File: src/rtl/decimal_entry_encoder.sv
// Decimal keypad entry: buffers BCD digits and converts them to binary on Enter.
// Optional backspace on code 4'hB is enabled by defining DEC_ENTRY_BACKSPACE_EN.
module decimal_entry_encoder #(
  parameter int NUM_DIGITS   = 5,
  parameter int RESULT_WIDTH = 16
) (
  input  logic                      clk,
  input  logic                      rst,
  input  logic [3:0]                DigitVal,
  input  logic                      DigitValid,
  input  logic                      Enter,
  input  logic                      Clear,
  output logic [4*NUM_DIGITS-1:0]   DigitBuf,
  output logic [2:0]                DigitCount,
  output logic                      Busy,
  output logic [RESULT_WIDTH-1:0]   EntryResult,
  output logic                      ResultValid,
  output logic                      Overflow
);

  localparam int ACC_W = RESULT_WIDTH + 4;

  typedef enum logic [1:0] {IDLE, CONVERT, DONE} state_t;

  state_t                    r_state;
  logic [4*NUM_DIGITS-1:0]   r_buf;
  logic [2:0]                r_count;
  logic                      r_busy;
  logic [RESULT_WIDTH-1:0]   r_result;
  logic                      r_valid;
  logic                      r_ovf;
  logic [ACC_W-1:0]          r_acc;
  logic [2:0]                r_idx;
  logic                      r_flag;

  logic [3:0]                w_nibble;
  logic [ACC_W-1:0]          w_times10;
  logic [ACC_W-1:0]          w_next;
  logic                      w_next_ovf;
  logic                      w_digit_ok;

  // The buffer is walked from its top nibble down; unused top nibbles are zero.
  assign w_nibble   = r_buf[{r_idx, 2'b00} +: 4];
  assign w_times10  = (r_acc << 3) + (r_acc << 1);
  assign w_next     = w_times10 + {{(ACC_W-4){1'b0}}, w_nibble};
  assign w_next_ovf = |w_next[ACC_W-1:RESULT_WIDTH];
  assign w_digit_ok = (DigitVal <= 4'd9) && (r_count < 3'(NUM_DIGITS));

  always_ff @(posedge clk or posedge rst) begin
    if (rst) begin
      r_state  <= IDLE;
      r_buf    <= '0;
      r_count  <= '0;
      r_busy   <= 1'b0;
      r_result <= '0;
      r_valid  <= 1'b0;
      r_ovf    <= 1'b0;
      r_acc    <= '0;
      r_idx    <= '0;
      r_flag   <= 1'b0;
    end else begin
      r_valid <= 1'b0;
      case (r_state)
        IDLE: begin
          if (Clear) begin
            r_buf   <= '0;
            r_count <= '0;
          end else if (Enter) begin
            r_state <= CONVERT;
            r_busy  <= 1'b1;
            r_acc   <= '0;
            r_flag  <= 1'b0;
            r_idx   <= 3'(NUM_DIGITS - 1);
          end else if (DigitValid) begin
            if (w_digit_ok) begin
              r_buf   <= {r_buf[4*NUM_DIGITS-5:0], DigitVal};
              r_count <= r_count + 3'd1;
            end
`ifdef DEC_ENTRY_BACKSPACE_EN
            else if (DigitVal == 4'hB && r_count != 3'd0) begin
              r_buf   <= {4'h0, r_buf[4*NUM_DIGITS-1:4]};
              r_count <= r_count - 3'd1;
            end
`endif
          end
        end

        CONVERT: begin
          if (Clear) begin
            r_state <= IDLE;
            r_busy  <= 1'b0;
            r_buf   <= '0;
            r_count <= '0;
          end else begin
            // Freeze the accumulator once it has overflowed so it cannot wrap.
            if (!r_flag) begin
              r_acc <= w_next;
              if (w_next_ovf) r_flag <= 1'b1;
            end
            if (r_idx == 3'd0) begin
              r_state <= DONE;
              r_busy  <= 1'b0;
            end else begin
              r_idx <= r_idx - 3'd1;
            end
          end
        end

        DONE: begin
          r_result <= r_flag ? {RESULT_WIDTH{1'b1}} : r_acc[RESULT_WIDTH-1:0];
          r_ovf    <= r_flag;
          r_valid  <= 1'b1;
          r_buf    <= '0;
          r_count  <= '0;
          r_state  <= IDLE;
        end

        default: r_state <= IDLE;
      endcase
    end
  end

  assign DigitBuf    = r_buf;
  assign DigitCount  = r_count;
  assign Busy        = r_busy;
  assign EntryResult = r_result;
  assign ResultValid = r_valid;
  assign Overflow    = r_ovf;

endmodule
File: config.mk
export PLATFORM = sky130hd
export DESIGN_NAME = decimal_entry_encoder
export DESIGN_NICKNAME = d
export VERILOG_FILES = /design/src/rtl/decimal_entry_encoder.sv
export SDC_FILE = /design/constraint.sdc
export NUM_CORES = 1
export LEC_CHECK = 0
export CAP_MARGIN = 20
export CORE_MARGIN = 5
export CORE_UTILIZATION = 56
export CTS_CLUSTER_DIAMETER = 200
export DETAILED_ROUTE_END_ITERATION = 8
export PLACE_DENSITY = 0.79
export SYNTH_ARGS = -nofsm -noshare
export SYNTH_HDL_FRONTEND = slang
export SYNTH_SLANG_ARGS = --single-unit
File: constraint.sdc
create_clock -name clk -period 4.3 [get_ports clk]
set_clock_uncertainty 0.15 [all_clocks]
set_input_delay 0.645 -clock clk [delete_from_list [all_inputs] [get_ports clk]]
set_output_delay 0.645 -clock clk [all_outputs]
set_load 0.02 [all_outputs]
# [After elaboration in Yosys (flattened, before gate mapping)]
# Index checks and enable logic that the tools add are counted.
[word_totals] output_inout_bits=42 inputBits=9 word_cells=81 ff_bits=67
[op_classes] n_mux=40 reduce_logical=12 magnitude_cmp=2 shift=1 eq_ne=12 add_sub_neg=4
[ops] op="$mux W20" n=5
[ops] op="$mux W19" n=4
[ops] op="$pmux W20 S3" n=1
[ops] op="$pmux W19 S2" n=1
[ops] op="$mux W3" n=9
[ops] op="$add A20 B20 Y20" n=1
[ops] op="$add A20 B4 Y20" n=1
[ops] op="$shiftx A20 B6 Y4" n=1
[ops] op="$mux W16" n=1
[ops] op="$reduce_and A5 Y1" n=3
[ops] op="$ne A2 B2 Y1 const B" n=6
[ops] op="$ne A3 B3 Y1 const B" n=4
[ops] op="$mux W1" n=10
[ops] op="$pmux W3 S3" n=1
[ops] op="$mux W2" n=4
[ops] op="$reduce_and A4 Y1" n=2
[ops] op="$pmux W3 S2" n=1
[ops] op="$le A4 B4 Y1 const B" n=1
[ops] op="$pmux W1 S2" n=2
[ops] op="$pmux W2 S2" n=1
[ops] op="$reduce_or A4 Y1" n=1
[ops] op="$add A3 B1 Y3 const B" n=1
[ops] op="$logic_not A3 Y1" n=1
[ops] op="$lt A3 B3 Y1 const B" n=1
[ops] op="8 further kinds" n=8

# [Logic depth before layout (Yosys ltp)]
[logic_depth] word_depth=7 depth_mapped=16 depth_no_buf=15

# [Least setup slack after synthesis]
# No wires, ideal clock.
[synth_timing] path_kind="reg2reg" from="reg r_idx[0]" to="reg r_flag" arrival_ns=3.128 setup_ns=0.123 required_ns=4.027 stages_incl_launch_ff=15 period_less_slack_ns=3.402 path_buffers=1 slack_ns=0.898 path_cell_list="dfrtp_1 clkbuf_1 mux2i_1 o21ai_0 o21ai_0 fa_1 inv_1 ha_1 a211oi_1 o211ai_1 a41oi_1 a21oi_1 xnor2_1 nor3b_1 o21ai_1"
[synth_between] elab_chain_cells=7
[synth_lines] element="start: declaration" line_no="33" text="logic [2:0] r_idx;"
[synth_lines] element="start signal: assignment" line_no="73" text="r_idx <= 3'(NUM_DIGITS - 1);"
[synth_lines] element="start signal: assignment" line_no="104" text="r_idx <= r_idx - 3'd1;"
[synth_lines] element="$shiftx A20 B6 Y4" line_no="43" text="assign w_nibble = r_buf[{r_idx, 2'b00} +: 4];"
[synth_lines] element="$add A20 B4 Y20" line_no="45" text="assign w_next = w_times10 + {{(ACC_W-4){1'b0}}, w_nibble};"
[synth_lines] element="$reduce_or A4 Y1" line_no="46" text="assign w_next_ovf = |w_next[ACC_W-1:RESULT_WIDTH];"
[synth_lines] element="$mux W1" line_no="98" text="if (w_next_ovf) r_flag <= 1'b1;"
[synth_lines] element="$mux W1" line_no="96" text="if (!r_flag) begin"
[synth_lines] element="$mux W1" line_no="89" text="if (Clear) begin"
[synth_lines] element="$pmux W1 S2" line_no="63" text="case (r_state)"
[synth_lines] element="end signal: assignment" line_no="60" text="r_flag <= 1'b0;"
[synth_lines] element="end signal: assignment" line_no="72" text="r_flag <= 1'b0;"
[synth_lines] element="end signal: assignment" line_no="98"
[synth_lines] element="end: declaration" line_no="34" text="logic r_flag;"
# Every way passes these cells. The select of a mux whose other input is x is not followed.
# A chain may end at the register's enable or synchronous reset.

# [Worst setup path after layout]
[layout_timing] from="reg r_idx[2]" to="reg r_flag"
# The elaborated chain is that of the path after synthesis.

==> key figures <==
STA
  – Period utilisation layout: 89.3%
  – RSZ-0062 raised after global routing: false
  – Final setup fails: 0
  – Tmin final: 3840 ps
  – Final WS setup: 460 ps
  – Maximum clock rate: 260 MHz
  – Final Max Slew Viols: 0
  – Final hold vios: 0
  – Slew margin rel.: 40.2%
  – Slew @ Worst Pin: 895 ps
  – TNS Setup: 0 ps

Floorplanning
  – Core area: 0.00679 mm^2
  – Die Wd: 93.6 um
  – Num ports: 51
  – Die Ht: 93.6 um
  – Starting Density: 57.7%
  – Rows: 30
  – Die area: 0.00877 mm^2

Synth
  – Mapped Cells: 400
  – Yosys reg bits: 67
  – Most used DFF post-synth: dfrtp_1
  – Synth area leader: dfrtp_1
  – Syn_nets: 452
  – Count leader, synth: dfrtp_1
  – Synth area leaders: dfrtp_1 43%, ha_1 13%, a22o_1 5.6%, a21oi_1 4.2%, nor2_1 4.1%
  – Yosys top cell area share: 42.8%
  – Syn Area/Cell: 9.79 um^2
  – Synth warnings: 0
  – Post-synthesis async set-or-reset flop share: 100%
  – Synth Cell Area: 0.00392 mm^2
  – Synth cell types: 44
  – Commonest cells in the netlist: 67 x dfrtp_1, 43 x nor2_1, 41 x ha_1, 33 x a21oi_1, 30 x nand2_1
  – Sequential fraction of the synthesis area: 42.8%
  – Post-synth EDFFs: 0

Pwr
  – Total Power: 0.00307 W
  – PwrDens: 650 mW/mm^2
  – Max VDD drop: 0.320 mV
  – Leakage: 2.27 nW

Route
  – Drt wl/cell: 16.5 um
  – Antenna-violating nets left: 0
  – 1st-pass router iterations: 6
  – Vias/cell: 5.80
  – Routed via count: 3180
  – Routed WL: 9.07 mm
  – DRC: 0
  – Initial DRC count: 169

Place
  – Dpl hpwl: 6.64 mm
  – I/O Buffers: 50
  – Placed cells: 533
  – Global placement routability congestion: 0.916
  – Dpl ws: 524 ps

GRT
  – Largest net degree at the start of global routing: 45
  – Global Route Usage Sum: 22.3%
  – GRT Residual Overflow: 0
  – First-pass GRT wire length: 15.5 mm
  – Vias in the first global route: 3159
  – Initial antenna violation count: 0

Setup path
  – Critical Path Source Type: flop
  – Crit-path cells: mux2i_1, o22ai_1, o21ai_0, fa_1, fa_1, nand2b_1, a21oi_1, o41a_1, a32oi_2, o21a_1, o31a_1, o21ai_1
  – Arr. time, crit path: 3960 ps
  – RR Endpoint: r_flag
  – Critical Path RT: 4420 ps
  – Crit-path slowest cell: dfrtp_1
  – Worst Path Buf+Inv: 0
  – CP Capture Type: flop
  – Most frequent CP cell: fa_1
  – Reg-to-reg startpoint: r_idx[2]
  – R2R cell count: 12
  – CP max FO: 14
  – Flop-to-flop setup slack: 460 ps
  – Setup CP Type: reg -> reg
  – Worst path max stage delay: 600 ps
  – Family with the most delay on the worst path: compound AO/OA/AOI/OAI gates

Run
  – Max Cap Violations: 0

CTS
  – CTS Buf Count: 9
  – CTS tree: built
  – Setup repair bufs after CTS: 0
  – Worst-path clk slew: 70 ps
  – CTS Hold Bufs: 0
  – Clock sink count: 67
  – Clk_lat worst skew: 350 ps
  – Clk buf depth: 2
  – H-tree levels: 3
  – Resize count post-CTS: 0
  – Root buffer cell: clkbuf_8

Final layout
  – Final cell count without fillers: 548
  – Share of post-route cells with drive strength above 1: 5.75%
  – # diodes: 0
  – Final core occ: 69.4%
  – Layout area overhead: 20.4%
  – Fin nets: 501

Hold path
  – Cell count of the worst hold path: 2
  – Critical hold path startpoint: EntryResult[7]
  – Hold EP: EntryResult[7]
  – Hold Crit Class: reg -> reg

Run status
  – Status: finished clean
==> cell families (layout without fill, tap and decap cells) <==
group | Yosys count | after routing | synth area share, %
XOR/XNOR | 16 | 16 | 3.58
multiplexers | 10 | 10 | 3.26
adder cells (fa/ha/maj) | 43 | 43 | 14.1
AND/OR/NAND/NOR | 104 | 104 | 11.9
AO/OA/AOI/OAI | 126 | 126 | 21.1
buffers and inverters | 34 | 86 | 3.26
flip-flops | 67 | 67 | 42.8
==> registers in the layout (all words and copies together), names as in the netlist <==
name and cells:
r_flag 1, DigitBuf 20, r_acc 19, r_state 2, r_idx 3, Busy 1, ResultValid 1, EntryResult 16
Overflow 1, DigitCount 3
==> report_power, final <==
group	total, W	internal, W	leakage [nW]	switching [W]
Combinational	0.00150	0.000663	1.28	0.000841
Sequential	0.00106	0.000837	0.887	0.000220
Clock	0.000507	0.000276	0.0950	0.000232
Total	0.00307	0.00178	2.27	0.00129
==> stage by stage <==
stage               area, um^2  hold slack (ps)
floorplan                 3920              318
global placement          4510              344
detailed placement        4510              362
CTS                       4690              377
global route              4720              400
finish                    4720              371
==> worst min-delay path, stage by stage (launching register included) <==
cell and delay [ps]:
dfrtp_1 340, nor2_1 40, a21oi_1 100
==> placed cells by master (no fill, tap or decap), drive strengths merged, types with 11 or more instances in the layout <==
master         instances
clkdlybuf4s50         50
inv                   17
dfrtp                 67
a21oi                 33
nor2                  43
ha                    41
o21ai                 34
clkbuf                11
a22o                  25
nand2                 30
==> worst max-delay path by stage <==
stage / startpoint / endpoint / slack, ps / cells after the start
floorplan: r_idx[0] / r_flag / 900 / 14
global placement: r_idx[0] / r_flag / 710 / 14
detailed placement: r_idx[2] / r_flag / 520 / 12
global route: r_idx[2] / r_flag / 180 / 12
CTS: r_idx[2] / r_flag / 490 / 12
finish: r_idx[2] / r_flag / 460 / 12
==> final cells by class <==
cell class / instances / area, um^2
Multi-Input combinational cell: 299 / 2120
Inverter: 17 / 63.8
Sequential cell: 67 / 1680
Clock buffer: 11 / 141
Fill cell: 516 / 2080
Timing Repair Buffer: 55 / 558
Tap cell: 96 / 120
Clock inverter: 3 / 40.0
==> metal layers <==
metal,global-route usage [%],vias up,share of wire (%)
met2,35.3,87,49
met5,0,-,0
met3,4.83,15,4.6
met1,30.6,1541,45
li1,-,1537,-
met4,7.34,0,1.4
Power figures use the tool's default switching activity.
